## config.mk

```make
export PLATFORM = sky130hd
export DESIGN_NAME = mem_bus_arbiter
export DESIGN_NICKNAME = d
export VERILOG_FILES = /design/src/rtl/sys_defs.sv /design/src/rtl/mem_tag_table.sv /design/src/rtl/mem_bus_arbiter.sv
export SDC_FILE = /design/constraint.sdc
export NUM_CORES = 1
export LEC_CHECK = 0
export CAP_MARGIN = 5
export CORE_AREA = 2 2 168 170
export CTS_BUF_LIST = sky130_fd_sc_hd__clkbuf_4 sky130_fd_sc_hd__clkbuf_8
export DETAILED_ROUTE_END_ITERATION = 10
export DIE_AREA = 0 0 170 172
export PLACE_DENSITY = 0.47
export SYNTH_ARGS = -nofsm -noshare
export SYNTH_HDL_FRONTEND = slang
export SYNTH_HIERARCHICAL = 1
export SYNTH_SLANG_ARGS = --single-unit
export TNS_END_PERCENT = 100
```

## constraint.sdc

```tcl
create_clock -name clock -period 3.19 [get_ports clock]
set_clock_uncertainty 0.05 [all_clocks]
set_input_delay 0.7975 -clock clock [delete_from_list [all_inputs] [get_ports clock]]
set_output_delay 0.7975 -clock clock [all_outputs]
set_load 0.05 [all_outputs]
```

## src/rtl/sys_defs.sv

```systemverilog
// rtl/sys_defs.sv - shared bus command and owner encodings for the memory-side arbiter
package sys_defs;

  localparam int XLEN = 32;
  localparam int PREF = 4;

  typedef enum logic [1:0] {
    BUS_NONE  = 2'h0,
    BUS_LOAD  = 2'h1,
    BUS_STORE = 2'h2
  } bus_command_t;

  typedef enum logic [1:0] {
    OWN_NONE = 2'h0,
    OWN_D    = 2'h1,
    OWN_I    = 2'h2,
    OWN_P    = 2'h3
  } owner_t;

endpackage

```

## src/rtl/mem_tag_table.sv

```systemverilog
// rtl/mem_tag_table.sv - 15-entry owner store keyed by memory tags 1..15
import sys_defs::*;

module mem_tag_table (
  input  logic       clock,
  input  logic       reset,
  input  logic       wr_en,
  input  logic [3:0] wr_tag,
  input  owner_t     wr_owner,
  input  logic       clr_en,
  input  logic [3:0] rd_tag,
  output owner_t     rd_owner
);

  owner_t owner_q [1:15];

  // Write follows clear so a same-tag completion/acceptance leaves the new owner.
  always_ff @(posedge clock) begin
    if (!reset) begin
      for (int i = 1; i <= 15; i++) owner_q[i] <= OWN_NONE;
    end else begin
      if (clr_en && rd_tag != 4'd0) owner_q[rd_tag] <= OWN_NONE;
      if (wr_en && wr_tag != 4'd0) owner_q[wr_tag] <= wr_owner;
    end
  end

  assign rd_owner = (rd_tag == 4'd0) ? OWN_NONE : owner_q[rd_tag];

endmodule

```

## src/rtl/mem_bus_arbiter.sv

```systemverilog
// rtl/mem_bus_arbiter.sv - dcache/icache/prefetch arbiter onto one memory port with tag routing
import sys_defs::*;

module mem_bus_arbiter #(
  parameter int AGE_LIMIT = 4,
  parameter int PREF_MAX  = PREF
) (
  input  logic            clock,
  input  logic            reset,
  input  bus_command_t    d_command,
  input  bus_command_t    i_command,
  input  bus_command_t    p_command,
  input  logic [XLEN-1:0] d_addr,
  input  logic [XLEN-1:0] i_addr,
  input  logic [XLEN-1:0] p_addr,
  input  logic [63:0]     d_data,
  output bus_command_t    proc2mem_command,
  output logic [XLEN-1:0] proc2mem_addr,
  output logic [63:0]     proc2mem_data,
  input  logic [3:0]      mem2proc_response,
  input  logic [3:0]      mem2proc_tag,
  input  logic [63:0]     mem2proc_data,
  output logic [3:0]      d_response,
  output logic [3:0]      i_response,
  output logic [3:0]      p_response,
  output logic [3:0]      d_tag,
  output logic [3:0]      i_tag,
  output logic [3:0]      p_tag,
  output logic [63:0]     mem_data,
  output logic            p_give_way,
  output logic            spurious_tag
);

  localparam int PREF_W = $clog2(PREF_MAX) + 1;

  owner_t            grant;
  owner_t            cpl_owner;
  logic [2:0]        age_cnt;
  logic [PREF_W-1:0] pref_out;
  logic              spur_q;
  logic              d_req, i_req, p_req, p_elig, age_max;
  logic              accept, cpl_valid, pref_inc, pref_dec;

  assign d_req     = (d_command != BUS_NONE);
  assign i_req     = (i_command != BUS_NONE);
  assign p_req     = (p_command != BUS_NONE);
  assign age_max   = (age_cnt == 3'(AGE_LIMIT));
  assign p_elig    = p_req && (pref_out != PREF_W'(PREF_MAX));
  assign accept    = (grant != OWN_NONE) && (mem2proc_response != 4'd0);
  assign cpl_valid = reset && (mem2proc_tag != 4'd0);
  assign pref_inc  = accept && (grant == OWN_P);
  assign pref_dec  = cpl_valid && (cpl_owner == OWN_P);

  // A starved icache jumps ahead of dcache; nothing is granted while in reset.
  always_comb begin
    grant = OWN_NONE;
    if (reset) begin
      if (i_req && age_max) grant = OWN_I;
      else if (d_req)       grant = OWN_D;
      else if (i_req)       grant = OWN_I;
      else if (p_elig)      grant = OWN_P;
    end
  end

  always_comb begin
    proc2mem_command = BUS_NONE;
    proc2mem_addr    = '0;
    proc2mem_data    = '0;
    case (grant)
      OWN_D: begin
        proc2mem_command = d_command;
        proc2mem_addr    = d_addr;
        proc2mem_data    = d_data;
      end
      OWN_I: begin
        proc2mem_command = i_command;
        proc2mem_addr    = i_addr;
      end
      OWN_P: begin
        proc2mem_command = p_command;
        proc2mem_addr    = p_addr;
      end
      default: ;
    endcase
  end

  assign d_response   = (grant == OWN_D) ? mem2proc_response : 4'd0;
  assign i_response   = (grant == OWN_I) ? mem2proc_response : 4'd0;
  assign p_response   = (grant == OWN_P) ? mem2proc_response : 4'd0;
  assign d_tag        = (cpl_valid && cpl_owner == OWN_D) ? mem2proc_tag : 4'd0;
  assign i_tag        = (cpl_valid && cpl_owner == OWN_I) ? mem2proc_tag : 4'd0;
  assign p_tag        = (cpl_valid && cpl_owner == OWN_P) ? mem2proc_tag : 4'd0;
  assign mem_data     = mem2proc_data;
  assign p_give_way   = reset && p_req && (grant != OWN_P);
  assign spurious_tag = reset && spur_q;

  mem_tag_table u_tag_table (
    .clock    (clock),
    .reset    (reset),
    .wr_en    (accept),
    .wr_tag   (mem2proc_response),
    .wr_owner (grant),
    .clr_en   (cpl_valid),
    .rd_tag   (mem2proc_tag),
    .rd_owner (cpl_owner)
  );

  always_ff @(posedge clock) begin
    if (!reset) begin
      age_cnt  <= 3'd0;
      pref_out <= '0;
      spur_q   <= 1'b0;
    end else begin
      if (grant == OWN_I)        age_cnt <= 3'd0;
      else if (i_req && !age_max) age_cnt <= age_cnt + 3'd1;
      // Simultaneous accept and completion of prefetch cancel out.
      if (pref_inc && !pref_dec && pref_out != PREF_W'(PREF_MAX))
        pref_out <= pref_out + PREF_W'(1);
      else if (pref_dec && !pref_inc && pref_out != '0)
        pref_out <= pref_out - PREF_W'(1);
      if (cpl_valid && cpl_owner == OWN_NONE) spur_q <= 1'b1;
    end
  end

endmodule
```

Yosys cells after proc, flatten, opt, wreduce, memory -nomap -nowiden
Memory sizes are Yosys's and may differ from the RTL's. Cells that the tools add are included.

Flip-flop bits (word level): 7. Bits in latches: 0. RAM bits: 30. Memory bits (read-only): 0. Input bits: 240. Output and inout bits: 188. Word-level logic and storage cells: 82. Memories kept: 1.

Add/sub/neg operators: 3. $mul: 0. Divide/modulo/power cells: 0. Magnitude comparators: 0. Equal/unequal tests: 9. Shift-type cells: 0. Multiplexer cells: 30. Bitwise logic cells: 1. Reductions and logical operators: 35.

Memories: u_tag_table.owner_q (words 15, bits a word 2, read ports 1, clocked after memory_dff 0, wr ports 15, RTL line mem_tag_table.sv:15) `owner_t owner_q [1:15];`.

Operators with widths (number): 32-bit case mux with 3 select lines (1); 64-bit two-way mux (1); 4-bit two-way mux (8); 1-bit logical AND (19); 2-bit two-way mux (8); 2-bit nonzero test (5); 1-bit two-way mux (9); 2-bit == test, second input constant (4); 4-bit nonzero test (2); 3-bit by 1-bit adder with 3-bit output, second input constant (2); 3-bit two-way mux (2); 2-bit case mux with 3 select lines (1); 2-bit OR reduction (3); 2-bit by 1-bit == test with 1-bit output, second input constant (2); 4-bit zero test (1); 3-bit == test, second input constant (1); 1-bit zero test (3); 3-bit != test, second input constant (1); 3-bit nonzero test (1); 3-bit by 1-bit subtractor with 3-bit output, second input constant (1); 2-bit zero test (1); 2-bit != test, second input constant (1); 1-bit NOT (1).

Depth between registers and ports, before layout
Word-level depth: 15. Depth in mapped cells: 13. Depth with buffers taken out: 11.

By module
The synthesis kept the hierarchy.

By module, submodules not included: mem_bus_arbiter (instances 1, cells an instance 401, area each 2824.0 um^2, seq. area each 140.1 um^2); mem_tag_table (instances 1, cells an instance 138, area each 1622.8 um^2, seq. area each 900.9 um^2).

Least setup slack after synthesis
OpenSTA, ideal clock, no wires.

Kind: input to output. Start point: input p_command[1]. End point: output proc2mem_addr[10]. Arrival: 2.817 ns. Required time: 2.342 ns. Setup slack: -0.474 ns. Stages on the path: 6. Buffers on the path: 1. Path through: or2_2 > a21oi_2 > or2_1 > buf_6 > nor2_1 > o31ai_1.

Word-level cells in the longest chain between the ends: 9. Elaborated cells on any way between the ends: 11. Those cells by class: eq/ne (3); mux (6); reduce/logical (2).

Ends and longest elaborated chain: from (decl) (RTL line mem_bus_arbiter.sv:12) `input bus_command_t p_command,`; 2-bit nonzero test * (RTL line mem_bus_arbiter.sv:46) `assign p_req = (p_command != BUS_NONE);`; 1-bit logical AND * (RTL line mem_bus_arbiter.sv:48) `assign p_elig = p_req && (pref_out != PREF_W'(PREF_MAX));`; 2-bit two-way mux * (RTL line mem_bus_arbiter.sv:61) `else if (p_elig) grant = OWN_P;`; 2-bit two-way mux * (RTL line mem_bus_arbiter.sv:60) `else if (i_req) grant = OWN_I;`; 2-bit two-way mux * (RTL line mem_bus_arbiter.sv:59) `else if (d_req) grant = OWN_D;`; 2-bit two-way mux * (RTL line mem_bus_arbiter.sv:58) `if (i_req && age_max) grant = OWN_I;`; 2-bit two-way mux * (RTL line mem_bus_arbiter.sv:57) `if (reset) begin`; 2-bit == test or 2-bit by 1-bit == test with 1-bit output (tied branches) (RTL line mem_bus_arbiter.sv:69) `case (grant)`; 32-bit case mux with 3 select lines * (RTL line mem_bus_arbiter.sv:69); to (decl) (RTL line mem_bus_arbiter.sv:18) `output logic [XLEN-1:0] proc2mem_addr,`.

Mark *: on every way between the ends. The rest lies on a longest branch, timed or not.

Worst setup path in the final report
Start point: input mem2proc_tag[1]. End point: output d_tag[0].

Word-level cells in the longest chain between the ends: 5. Elaborated cells on any way between the ends: 8. Those cells by class: eq/ne (1); mux (2); reduce/logical (4); memory (1).

Ends and longest elaborated chain: from (decl) (RTL line mem_bus_arbiter.sv:21) `input logic [3:0] mem2proc_tag,`; memory 15 x 2 bit or 4-bit zero test (tied branches); 2-bit two-way mux * (RTL line mem_tag_table.sv:27) `assign rd_owner = (rd_tag == 4'd0) ? OWN_NONE : owner_q[rd_tag];`; net cpl_owner[1] (RTL line mem_bus_arbiter.sv:37) `owner_t cpl_owner;`; 2-bit by 1-bit == test with 1-bit output * (RTL line mem_bus_arbiter.sv:90) `assign d_tag = (cpl_valid && cpl_owner == OWN_D) ? mem2proc_tag : 4'd0;`; 1-bit logical AND * (RTL line mem_bus_arbiter.sv:90); 4-bit two-way mux * (RTL line mem_bus_arbiter.sv:90); to (decl) (RTL line mem_bus_arbiter.sv:26) `output logic [3:0] d_tag,`.

Mark *: on every way through the listed nets, which the timed path passes. The rest lies on a longest branch.

==> Implementation_results.wiki <==
{| class="wikitable"
! Metric !! Value
|-
| Status || finished, violations left
|-
| Failing checks || setup timing
|-
| Routability-driven placement congestion ratio || 0.813
|-
| Avg Vias per Cell || 4.27
|-
| Via Count || 5118
|-
| Clk slew on worst S/H paths || 80 ps
|-
| Starting density of the core || 16.2%
|-
| Path type of the worst setup path || input pin to output pin
|-
| Total area of multi-input combinational cells || 3180 um2
|-
| Number of nets produced by synthesis || 782
|-
| Overflow left after global routing || 0
|-
| Post-detailed-routing wire length || 24300 um
|-
| Area of the die || 29200 um2
|-
| Setup repair after global routing missed its margin || true
|-
| Clock network latency to the later pin of the worst-skew pair || 290 ps
|-
| Number of slew-limit violations in the final report || 0
|-
| Count of buffers inserted at the top-level ports || 299
|-
| Final-report setup violation count || 11
|-
| Total half-perimeter wirelength after legalization and detailed placement || 18500 um
|-
| Number of primary I/O pins || 428
|-
| Register area || 1050 um2
|-
| Initial detailed-routing violation count || 216
|-
| Fraction of the yosys area taken by sequential cells || 23.4%
|-
| Post-synthesis register bit count || 37
|-
| Final critical-path required period || 3250 ps
|-
| Data arrival time of the worst path || 2400 ps
|-
| Overall die height || 172 um
|-
| Area growth from synthesis to final layout || 129%
|-
| Remaining number of nets flagged by the antenna check after routing || 0
|-
| Worst slew margin || 53.0%
|-
| Critical Path Fanout Max || 5
|-
| LEAKAGE || 3.92 nW
|-
| Post-synth top area share || 20.3%
|-
| Fill cell total of the finished layout || 2668
|-
| Mean routed wirelength per cell || 20.3 um
|-
| Share of synthesized flip-flops with an asynchronous set or reset || 0%
|-
| Root buffer cell || sky130_fd_sc_hd__clkbuf_8
|-
| Setup slack of the most critical reg-to-reg path || 270 ps
|-
| Worst Setup Slack, final || -55.0 ps
|-
| CP Launch Type || input pin
|-
| Final Hold Vio Count || 0
|-
| Final layout net count || 1094
|-
| First-pass DRT Iterations || 4
|-
| Global-route total usage across every layer || 16.3%
|-
| Fin Setup TNS || -276 ps
|-
| Maximum number of pins on one net before global-route repair || 42
|-
| Layout cells sized above 1 || 45.4%
|-
| Number of antenna violations at the first check in global routing || 0
|-
| Clock tree from TritonCTS || yes
|-
| Number of flops mapped to enable cells by yosys || 30
|-
| Core footprint || 27500 um2
|-
| Total of max-cap violations || 0
|-
| X dimension of the die || 170 um
|-
| Data required, critical path || 2340 ps
|-
| Power density normalized to cell area || 266 nW/um2
|-
| Placed instance count || 1156
|-
| CTS buffer count || 5
|-
| Largest area contributor in the synthesized netlist || sky130_fd_sc_hd__edfxtp_1
|-
| Wire length of the first global-routing pass || 35100 um
|-
| Most used cells in the layout excluding fill and tap cells || 165 x sky130_fd_sc_hd__clkdlybuf4s50_1, 133 x sky130_fd_sc_hd__buf_12, 70 x sky130_fd_sc_hd__buf_4, 69 x sky130_fd_sc_hd__and2_1, 50 x sky130_fd_sc_hd__nand2_1
|-
| Actual slew at the worst max-slew pin || 697 ps
|-
| Synthesized area per cell || 8.25 um2
|-
| Number of standard cells after synthesis || 539
|-
| Minimum setup slack after placement || -750 ps
|-
| Count of unique library cells instantiated by Yosys || 65
|-
| Share of the clock period used by the worst path after layout || 102%
|-
| Hold crit path type || flip-flop to flip-flop
|-
| Crit end category || output pin
|-
| Hold Buf Count CTS || 0
|-
| Commonest non-fill, non-tap cell in the layout || sky130_fd_sc_hd__clkdlybuf4s50_1
|-
| Fin cells || 1198
|-
| Diodes inserted || 0
|-
| Netlist Area Pre-Place || 4450 um2
|-
| Depth of the CTS H-tree || 2
|-
| Std cell rows || 61
|-
| Buffer depth of the longest clock path || 2
|-
| Number of global-route vias before repair || 5256
|-
| Clock Sinks || 37
|-
| Most frequently used flop master after synthesis || sky130_fd_sc_hd__edfxtp_1
|-
| Largest cells by area after synthesis || sky130_fd_sc_hd__edfxtp_1 20%, sky130_fd_sc_hd__and2_1 12%, sky130_fd_sc_hd__buf_4 11%
|-
| Fmax || 0.308 GHz
|-
| Synthesis warning total || 6
|-
| Final routed DRC violation total || 0
|-
| Peak supply drop || 194 uV
|}
cells in the mapped netlist (3+ instances only):
cell type,number
sky130_fd_sc_hd__and2_1,85
sky130_fd_sc_hd__buf_4,65
sky130_fd_sc_hd__nor2_1,62
sky130_fd_sc_hd__nand2_1,52
sky130_fd_sc_hd__edfxtp_1,30
sky130_fd_sc_hd__nor2_2,30
sky130_fd_sc_hd__o31ai_2,29
sky130_fd_sc_hd__nor3_1,17
sky130_fd_sc_hd__clkbuf_1,12
sky130_fd_sc_hd__nand3_1,9
sky130_fd_sc_hd__o221ai_1,9
sky130_fd_sc_hd__inv_1,8
sky130_fd_sc_hd__buf_2,7
sky130_fd_sc_hd__dfxtp_1,7
sky130_fd_sc_hd__o211ai_1,7
sky130_fd_sc_hd__and3_1,6
sky130_fd_sc_hd__mux2i_1,6
sky130_fd_sc_hd__nand2b_1,6
sky130_fd_sc_hd__nand3b_1,5
sky130_fd_sc_hd__o21ai_0,5
sky130_fd_sc_hd__a21oi_1,4
sky130_fd_sc_hd__buf_6,4
sky130_fd_sc_hd__mux2_2,4
sky130_fd_sc_hd__mux4_1,4
sky130_fd_sc_hd__buf_12,3
sky130_fd_sc_hd__dlygate4sd1_1,3
sky130_fd_sc_hd__nand4_1,3
sky130_fd_sc_hd__nor2b_1,3
sky130_fd_sc_hd__nor3b_1,3
sky130_fd_sc_hd__o311ai_0,3
sky130_fd_sc_hd__o31ai_1,3
sky130_fd_sc_hd__or2_2,3
per-layer routing:
metal | up-vias | track usage, % | wire length [um]
li1 | 2431 | - | -
met2 | 229 | 27.7 | 11500
met3 | 22 | 5.61 | 2280
met5 | - | 0 | 0
met4 | 0 | 2.23 | 224
met1 | 2436 | 20.4 | 10400
stage by stage:
stage / hold slack [ps] / util, % / instance area (um2) / total power [mW]
2_1_floorplan: 408 / - / 4760 / 1.49
3_3_place_gp: 424 / 33.8 / 9270 / 2.07
3_5_place_dp: 439 / 33.8 / 9270 / 2.08
4_1_cts: 449 / 37.2 / 10200 / 2.75
5_1_grt: 481 / 37.1 / 10200 / 2.83
6_report: 447 / 37.1 / 10200 / 2.71
cell type report:
cell class                 instances  area share (%)
timing repair buffer             403            52.7
multi-input combinational        396            31.2
sequential                        37            10.3
tap                              346            4.24
clock buffer                       5           0.675
clock inverter                     3           0.675
inverter                           8           0.294
critical path, stage by stage:
cell and delay (ps):
sky130_fd_sc_hd__buf_12 90, sky130_fd_sc_hd__mux4_2 490, sky130_fd_sc_hd__mux2_4 300, sky130_fd_sc_hd__nand2_4 70, sky130_fd_sc_hd__o21ai_4 80, sky130_fd_sc_hd__nor3b_4 250
sky130_fd_sc_hd__and2_4 200, sky130_fd_sc_hd__buf_12 130
where the power goes:
group	switching (mW)	internal, mW	leakage [nW]	total [mW]
Clock	0.183	0.315	0.0687	0.498
Combinational	0.820	0.843	3.47	1.66
Sequential	0.0123	0.542	0.374	0.555
Total	1.01	1.70	3.92	2.71
final timing paths:
check	from	end	cells past startpoint
setup / recovery	mem2proc_tag[1]	d_tag[0]	8
hold / removal	age_cnt[1]	age_cnt[1]	2
setup reg to reg	u_tag_table/owner_q[15][0]	pref_out[1]	11
hold reg to reg	age_cnt[1]	age_cnt[1]	2
sequential cells by signal, summed over array words and instances (netlist names):
signal and cells:
age_cnt 3, pref_out 3, spur_q 1, u_tag_table/owner_q 30
logic make-up (layout without fill, tap and decap cells):
group / Yosys count / after routing / share of synthesized area [%]
xor gates and xnor gates: 1 / 1 / 0.197
AOI/OAI and AO/OA: 77 / 77 / 16.2
adders and majority gates: 3 / 3 / 1.01
muxes: 15 / 15 / 4.98
DFF: 37 / 37 / 23.4
and+or+nand+nor: 300 / 300 / 37.0
buffers and inverters: 106 / 419 / 17.2
repair_timing:
| item | 4_1_cts | 5_1_grt |
|---|---|---|
| gates cloned | 12 | 0 |
| endpoints found under the setup margin | 120 | 116 |
| setup buffers | 23 | 8 |
| gates resized for setup | 118 | 26 |
| pin swaps | 51 | 18 |
No activity file was read; power rests on OpenSTA's default activity.
==> patch, RTL diff (config.mk and constraints unchanged) <==
Put a register stage on the output `i_response`, with the module's reset. The value now appears one clock later. The other outputs are not delayed to match.
--- a/src/rtl/mem_bus_arbiter.sv
+++ b/src/rtl/mem_bus_arbiter.sv
@@ -86,5 +86,11 @@
 
   assign d_response   = (grant == OWN_D) ? mem2proc_response : 4'd0;
-  assign i_response   = (grant == OWN_I) ? mem2proc_response : 4'd0;
+  always_ff @(posedge clock) begin
+    if (!reset) begin
+      i_response <= '0;
+    end else begin
+      i_response <= (grant == OWN_I) ? mem2proc_response : 4'd0;
+    end
+  end
   assign p_response   = (grant == OWN_P) ? mem2proc_response : 4'd0;
   assign d_tag        = (cpl_valid && cpl_owner == OWN_D) ? mem2proc_tag : 4'd0;
Behaviour: not the same (Yosys sat finds a counterexample within 4 cycles, from zero or initial values and one cycle with reset low).
==> patch against the original RTL <==
The run still ends with negative setup slack left. Design area decreased by 0.56%. Sequential cell count increased by 4. Cell count decreased by 2.3%. Register-to-register slack improved by 70 ps. Area after synthesis decreased by 7.7%. Wire length about the same. Total power increased by 0.80%. Worst setup slack improved by 12 ps.
==> patch: results (changes against the original RTL) <==
| Metric | Value |
|---|---|
| Leakage | 0.003888 uW (was 0.003916 uW) |
| GRT met2 Usage | 0.2545 (was 0.2772) |
| Wire per inst | 20.78 um (was 20.30 um) |
| Synth Area in Compound Gates | 0.1137 (was 0.1618) |
| PwrDens | 269.7 nW/um^2 (was 266.0 nW/um^2) |
| Top cells by area, synth | edfxtp_1 22%, and2_1 13%, buf_4 12% (was edfxtp_1 20%, and2_1 12%, buf_4 11%) |
| Dpl ws | -734.3 ps (was -749.9 ps) |
| Number of antenna violations at the first check in global routing | 5 (was 0) |
| Setup ws final | -42.94 ps (was -55.01 ps) |
| Vias in the first global route | 5,174 (was 5,256) |
| Multiplexer share of the synthesized area | 0.1292 (was 0.04980) |
| Syn nets | 741 (was 782) |
| WL met2 | 10.50 mm (was 11.47 mm) |
| Via/cell ratio | 4.243 (was 4.272) |
| Final Setup Violations | 4 (was 11) |
| Failing checks | negative setup slack (unchanged) |
| Uppermost layer routed | met5 (was met4) |
| Layout cells sized above 1 | 0.4477 (was 0.4542) |
| Cells after Synth | 498 (was 539) |
| Met3 global-route usage | 0.06867 (was 0.05608) |
| DR vias | 4,969 (was 5,118) |
| Status | complete, but fails checks (unchanged) |
| Tot GR Track Use | 0.1652 (was 0.1628) |
| Placed Area | 9323 um^2 (was 9274 um^2) |
| Synth cell count leaders | 86 x and2_1, 64 x buf_4, 51 x nand2_1 (was 85 x and2_1, 65 x buf_4, 62 x nor2_1) |
| First-pass GRT wire length | 35.16 mm (was 35.11 mm) |
| DRT met1 WL | 10.39 mm (was 10.35 mm) |
| Hpwl dp | 20.19 mm (was 18.50 mm) |
## patch: changes by cell type after synthesis, sizes merged, moves of 4 or more
cell,unedited run,this run
o31ai,32,1
mux2i,6,38
o21ai,8,44
nor3,17,21
clkbuf,12,19
dfxtp,7,11
buf,83,74
nor2,94,30
## patch: cells by family after synthesis
| kind of cell | after synthesis |
|---|---|
| AOI/OAI and AO/OA | 75 |
| xor gates and xnor gates | 4 |
| adders and majority gates | 3 |
| buffers and inverters | 102 |
| DFF | 41 |
| muxes | 46 |
| and+or+nand+nor | 227 |
## patch: cell type report
type	instances	area share
Timing Repair Buffer	410	0.5300
Tap cell	346	0.04267
Multi-Input combinational cell	355	0.3003
Antenna cell	3	0.0007400
Clock buffer	6	0.008140
Inverter	8	0.003700
Sequential cell	41	0.1108
Clock inverter	2	0.003700
## patch: critical path: cells and delay by family
kind / cells / cell delay [ps]
multiplexers: 2 / 770
AND/OR/NAND/NOR: 3 / 520
buffers and inverters: 2 / 220
AO/OA/AOI/OAI: 1 / 80
## patch: report_power, final
part           switching, uW  total (uW)  leakage, uW  internal (uW)
Clock                    190         445    0.0000574            255
Combinational            810        1680      0.00343            869
Sequential              14.3         611     0.000396            597
Total                   1020        2740      0.00389           1720
## patch: final timing paths
kind | slack (ps) | to | cells after the start | startpoint
setup / recovery | -40 | d_tag[0] | 8 | mem2proc_tag[1]
hold / removal | 440 | age_cnt[1] | 2 | age_cnt[1]
setup reg to reg | 340 | pref_out[2] | 12 | u_tag_table/owner_q[14][0]
hold reg to reg | 440 | age_cnt[1] | 2 | age_cnt[1]
## patch: what timing repair did
action / CTS / global route
endpoints found under the setup margin: 122 / 78
pin swaps: 13 / 19
cloned: 7 / 1
resized for setup: 108 / 55
setup buffers: 5 / 5
